$ cat src/rtl/fp_pkg.sv
// rtl/fp_pkg.sv - shared encodings and default widths for the FP issue queue
// Purpose: op_sel encoding and default operand/op-code widths shared by the
// issue queue, its FIFO helper and anything that talks to them.
package fp_pkg;

    localparam int FP_DATA_W = 32;
    localparam int FP_OP_W   = 3;

    typedef enum logic [FP_OP_W-1:0] {
        OP_ADD = 3'd0,
        OP_SUB = 3'd1,
        OP_MUL = 3'd2,
        OP_DIV = 3'd3,
        OP_CMP = 3'd4
    } fp_op_e;

endpackage

$ cat src/rtl/fp_sync_fifo.sv
// rtl/fp_sync_fifo.sv - single-clock FIFO with occupancy count
// Purpose: power-of-two deep FIFO used for both the command and result queues.
// Ports:
//   clk, rst        clock, asynchronous active-high reset
//   push, wdata     write request and data (honoured when not full, or when
//                   a pop happens on the same edge)
//   pop, rdata      read request and head entry (pop ignored when empty)
//   full, empty     occupancy flags
//   count           number of stored entries, $clog2(DEPTH)+1 bits
module fp_sync_fifo #(
    parameter int WIDTH = 32,
    parameter int DEPTH = 4
) (
    input  logic                     clk,
    input  logic                     rst,
    input  logic                     push,
    input  logic [WIDTH-1:0]         wdata,
    input  logic                     pop,
    output logic [WIDTH-1:0]         rdata,
    output logic                     full,
    output logic                     empty,
    output logic [$clog2(DEPTH):0]   count
);

    localparam int AW = $clog2(DEPTH);
    localparam int CW = AW + 1;
    localparam logic [CW-1:0] FULL_CNT = CW'(DEPTH);

    logic [WIDTH-1:0] mem [DEPTH];
    logic [AW-1:0]    wptr;
    logic [AW-1:0]    rptr;
    logic             do_push;
    logic             do_pop;

    assign full    = (count == FULL_CNT);
    assign empty   = (count == '0);
    assign do_pop  = pop && !empty;
    // A full FIFO still takes a write when the head leaves on the same edge.
    assign do_push = push && (!full || do_pop);
    assign rdata   = mem[rptr];

    always_ff @(posedge clk) begin
        if (do_push) begin
            mem[wptr] <= wdata;
        end
    end

    // Pointers are exactly AW bits wide, so increments wrap modulo DEPTH.
    always_ff @(posedge clk or posedge rst) begin
        if (rst) begin
            wptr  <= '0;
            rptr  <= '0;
            count <= '0;
        end else begin
            if (do_push) wptr <= wptr + 1'b1;
            if (do_pop)  rptr <= rptr + 1'b1;
            case ({do_push, do_pop})
                2'b10:   count <= count + 1'b1;
                2'b01:   count <= count - 1'b1;
                default: count <= count;
            endcase
        end
    end

endmodule

$ cat src/rtl/fp_issue_queue.sv
// rtl/fp_issue_queue.sv - credit-gated command/result queue in front of an FP unit
// Purpose: buffers CPU commands, issues them to an execution unit only when the
// result queue is guaranteed room, and buffers in-order results for the CPU.
// Ports:
//   clk, n_rst                   clock, asynchronous reset (active HIGH)
//   op1, op2, op_sel, op_strobe  CPU command; cpu_hold = command queue full
//   result, result_valid, cpu_pop  result queue head and consume strobe
//   exu_valid/op1/op2/sel, exu_ready  issue handshake to the execution unit
//   exu_done, exu_result         in-order completion from the execution unit
//   err_drop, err_under, err_spur, err_clr  sticky error flags and their clear
module fp_issue_queue
    import fp_pkg::*;
#(
    parameter int DATA_W    = FP_DATA_W,
    parameter int OP_W      = FP_OP_W,
    parameter int CMD_DEPTH = 4,
    parameter int RES_DEPTH = 4
) (
    input  logic              clk,
    input  logic              n_rst,
    input  logic [DATA_W-1:0] op1,
    input  logic [DATA_W-1:0] op2,
    input  logic [OP_W-1:0]   op_sel,
    input  logic              op_strobe,
    output logic              cpu_hold,
    input  logic              cpu_pop,
    output logic [DATA_W-1:0] result,
    output logic              result_valid,
    output logic              exu_valid,
    output logic [DATA_W-1:0] exu_op1,
    output logic [DATA_W-1:0] exu_op2,
    output logic [OP_W-1:0]   exu_sel,
    input  logic              exu_ready,
    input  logic              exu_done,
    input  logic [DATA_W-1:0] exu_result,
    output logic              err_drop,
    output logic              err_under,
    output logic              err_spur,
    input  logic              err_clr
);

    localparam int CMD_W = 2 * DATA_W + OP_W;
    localparam int CCW   = $clog2(CMD_DEPTH) + 1;
    localparam int RCW   = $clog2(RES_DEPTH) + 1;
    localparam logic [RCW:0] RES_LIM = (RCW + 1)'(RES_DEPTH);

    logic [CMD_W-1:0]  cmd_head;
    logic              cmd_full;
    logic              cmd_empty;
    logic [CCW-1:0]    cmd_count;
    logic              cmd_push;

    logic [DATA_W-1:0] res_head;
    logic              res_full;
    logic              res_empty;
    logic [RCW-1:0]    res_count;
    logic              res_push;
    logic              res_pop;

    logic [RCW-1:0]    inflight;
    logic              credit;
    logic              issue;
    logic              done_ok;

    // Hold comes purely from registered occupancy: an issue on this edge does
    // not open a slot for a strobe on the same edge.
    assign cpu_hold = cmd_full;
    assign cmd_push = op_strobe && !cpu_hold;

    // Credit reserves a result slot for every issued operation, so a legal
    // exu_done can never find the result queue without room.
    assign credit    = ({1'b0, res_count} + {1'b0, inflight}) < RES_LIM;
    assign exu_valid = (cmd_count != '0) && credit;
    assign issue     = exu_valid && exu_ready;

    // Head fields are forced to zero when empty so no stale storage leaks out.
    assign exu_op1 = cmd_empty ? '0 : cmd_head[CMD_W-1 -: DATA_W];
    assign exu_op2 = cmd_empty ? '0 : cmd_head[OP_W +: DATA_W];
    assign exu_sel = cmd_empty ? '0 : cmd_head[OP_W-1:0];

    assign done_ok      = exu_done && (inflight != '0);
    assign res_pop      = cpu_pop && !res_empty;
    assign res_push     = done_ok && (!res_full || res_pop);
    assign result_valid = !res_empty;
    assign result       = res_empty ? '0 : res_head;

    fp_sync_fifo #(
        .WIDTH (CMD_W),
        .DEPTH (CMD_DEPTH)
    ) u_cmd_fifo (
        .clk   (clk),
        .rst   (n_rst),
        .push  (cmd_push),
        .wdata ({op1, op2, op_sel}),
        .pop   (issue),
        .rdata (cmd_head),
        .full  (cmd_full),
        .empty (cmd_empty),
        .count (cmd_count)
    );

    fp_sync_fifo #(
        .WIDTH (DATA_W),
        .DEPTH (RES_DEPTH)
    ) u_res_fifo (
        .clk   (clk),
        .rst   (n_rst),
        .push  (res_push),
        .wdata (exu_result),
        .pop   (res_pop),
        .rdata (res_head),
        .full  (res_full),
        .empty (res_empty),
        .count (res_count)
    );

    always_ff @(posedge clk or posedge n_rst) begin
        if (n_rst) begin
            inflight <= '0;
        end else begin
            case ({issue, done_ok})
                2'b10:   inflight <= inflight + 1'b1;
                2'b01:   inflight <= inflight - 1'b1;
                default: inflight <= inflight;
            endcase
        end
    end

    // Set events win over err_clr on the same edge.
    always_ff @(posedge clk or posedge n_rst) begin
        if (n_rst) begin
            err_drop  <= 1'b0;
            err_under <= 1'b0;
            err_spur  <= 1'b0;
        end else begin
            if (op_strobe && cpu_hold)        err_drop <= 1'b1;
            else if (err_clr)                 err_drop <= 1'b0;
            if (cpu_pop && res_empty)         err_under <= 1'b1;
            else if (err_clr)                 err_under <= 1'b0;
            if (exu_done && inflight == '0)   err_spur <= 1'b1;
            else if (err_clr)                 err_spur <= 1'b0;
        end
    end

endmodule
$ cat config.mk
export PLATFORM = sky130hd
export DESIGN_NAME = fp_issue_queue
export DESIGN_NICKNAME = d
export VERILOG_FILES = /design/src/rtl/fp_pkg.sv /design/src/rtl/fp_sync_fifo.sv /design/src/rtl/fp_issue_queue.sv
export SDC_FILE = /design/constraint.sdc
export NUM_CORES = 1
export LEC_CHECK = 0
export CAP_MARGIN = 20
export CORE_UTILIZATION = 50
export CTS_CLUSTER_SIZE = 30
export DETAILED_ROUTE_END_ITERATION = 6
export PLACE_DENSITY = 0.78
export SYNTH_ARGS = -nofsm -noshare
export SYNTH_HDL_FRONTEND = slang
export SYNTH_SLANG_ARGS = --single-unit
export TNS_END_PERCENT = 10
$ cat constraint.sdc
create_clock -name clk -period 5.4 [get_ports clk]
set_clock_uncertainty 0.05 [all_clocks]
set_input_delay 1.35 -clock clk [delete_from_list [all_inputs] [get_ports clk]]
set_output_delay 1.35 -clock clk [all_outputs]
set_load 0.1 [all_outputs]
==> impl_metrics.toml <==
[run_status]
status = "finished, final reports clean"

[clock_network]
post_cts_buffers = 0
numCtsBuffers = 41
path_clk_slew_ps = 60
htree_levels = 2
cts.sinks = 416
cts_hold_buf = 0
insertion_delay_ps = 530
cts_tree = "done"
cts_resized = 0
cts_root_buffer = "clkbuf_16"
cts_buffer_depth = 3

[routing]
wirelength_mm = 30.3
wire_per_inst_um = 21.5
firstDrtPassIters = 5
drt-initial-drc-count = 538
drc = 0
vias = 7645
viasPerCell = 5.44
ant_nets = 0

[synthesis]
yosys.area.top_type_share = 0.737
synth_top_flop_cell = "edfxtp_1"
yosysMostFrequentCell = "edfxtp_1"
synth-seq-area-share = 0.768
synth_cells = 740
async_flop_share = 0.0481
syn_nets = 862
syn_area_sq_um = 16100
synth_common_cells = "edfxtp_1, and2_1, mux4_2, inv_1, dfrtp_1"
syn_area_per_cell_sq_um = 21.8
yosys_warnings = 0
yosysUniqueCellTypes = 29
ys_seq_elements = 416
synth_edf_count = 396
ys_top_cells_by_area = "edfxtp_1, mux4_2, and2_1, dfrtp_1, ha_1"
synth_top_area_cell = "edfxtp_1"

[worst_setup_path]
cp-start-kind = "register"
cp_max_fo = 33
r2r_end = "inflight[2]$_DFFE_PP0P_"
r2r_cells = 9
worstPathRequired_ps = 4000
rr_startpoint = "u_cmd_fifo.count[0]$_DFFE_PP0P_"
end_kind = "output port"
path_class = "register to output port"
reg2reg_slack_ps = 2370
crit_arrival_ps = 3310

[hold_path]
min_to = "u_cmd_fifo.count[2]$_DFFE_PP0P_"
hold_depth = 1
min_from = "u_cmd_fifo.count[2]$_DFFE_PP0P_"
hp-class = "register to register"

[sta]
max_freq_ghz = 0.212
worst_pin_slew_ps = 1080
rsz0062_at_grt = "no"
slew_headroom = 0.276
finalSetupViolations = 0
slew_violations = 0
holdWs_ps = 441
fin_crit_ps = 4710
finalCritPeriodShare = 0.873
hold_viol = 0
finalSetupTns_ps = 0
finalWorstSetupSlack_ps = 687

[place]
hpwl_mm = 18.3
gp_congestion = 0.688
place_area_sq_um = 18600
numPortBuffers = 210
post-place-ws_ps = 1190

[grt]
grt_antenna_before_repair = 2
grt_pass1_vias = 8139
overflow = 0
grt_first_pass_wirelength_mm = 46.4
grtUsageTotal = 0.187
grt_max_degree = 68

[final_layout]
fin_nets = 1093
area_delta_synth_final_pct = 23.2
drive_gt1_frac = 0.226
fin_area_sq_um = 19900

[floorplanning]
io_pins = 211
core-area_sq_um = 31600
dieWidth_um = 182
initial_utilization = 0.510
dieArea_sq_um = 33000
num_rows = 65
die_y_um = 182

[job]
maxCapViolCount = 0
## how the worst max path moves through the flow
stage | slack (ps) | cells past startpoint | endpoint | startpoint
after global routing | 520 | 4 | exu_op1[26] | u_cmd_fifo.rptr[0]$_DFFE_PP0P_
after global placement | 1220 | 4 | exu_op1[4] | u_cmd_fifo.rptr[0]$_DFFE_PP0P_
after floorplan | 590 | 3 | u_cmd_fifo.mem[0][0]$_DFFE_PP_ | u_cmd_fifo.count[0]$_DFFE_PP0P_
after detailed placement | 1190 | 4 | exu_op1[17] | u_cmd_fifo.rptr[0]$_DFFE_PP0P_
after CTS | 620 | 4 | exu_op2[7] | u_cmd_fifo.rptr[0]$_DFFE_PP0P_
final | 690 | 4 | exu_op2[7] | u_cmd_fifo.rptr[0]$_DFFE_PP0P_
## layout by cell type (no fill, tap or decap), drive strengths merged, types with 5 or more instances in the layout
master / count
clkinv: 9
mux4: 99
ha: 13
inv: 23
buf: 62
nor2: 5
edfxtp: 396
and2: 109
dfrtp: 20
xor2: 7
xnor2: 8
clkbuf: 60
clkdlybuf4s50: 162
## sequential cells by signal, indices dropped and copies added (netlist names), 2 cells and up
name              flops
u_cmd_fifo.mem      268
u_res_fifo.mem      128
inflight              3
u_cmd_fifo.count      3
u_res_fifo.count      3
u_cmd_fifo.rptr       2
u_cmd_fifo.wptr       2
u_res_fifo.rptr       2
u_res_fifo.wptr       2
## critical path: stages, from the launching register on
cell and delay [ps]:
dfrtp_4 720, buf_12 330, mux4_2 550, and2_1 170, clkdlybuf4s50_1 980
## area by class of cell
| class | instances | area (sq um) |
|---|---|---|
| Inverter | 22 | 82.6 |
| Antenna cell | 3 | 7.51 |
| Clock inverter | 13 | 139 |
| Sequential cell | 416 | 12400 |
| Tap cell | 402 | 503 |
| Timing Repair Buffer | 224 | 2110 |
| Fill cell | 2147 | 11800 |
| Clock buffer | 60 | 1170 |
| Multi-Input combinational cell | 266 | 3460 |
## kinds of logic after synthesis
family / count (synthesis) / synth area share
compound gates: 4 / 0.00194
xor+xnor: 15 / 0.00815
fa+ha+maj: 16 / 0.0138
buf+inv: 58 / 0.0178
flops: 416 / 0.768
mux: 104 / 0.142
simple gates: 127 / 0.0483
## through the flow
stage                     instances  utilization
after detailed placement       1330        0.586
after global placement         1330        0.586
after floorplan                 740            -
final                          1406        0.628
after global routing           1404        0.628
after CTS                      1403        0.628
## routing by layer
metal  track usage  up-vias  wire length (um)
met2         0.313      268             15000
met3        0.0548       42              2470
met4        0.0549        0               671
li1              -     3413                 -
met1         0.239     3922             12100
met5             0        -                 0
Power is not shown: default switching activity piles up to over one toggle a cycle in this logic, so the estimate is an artifact.
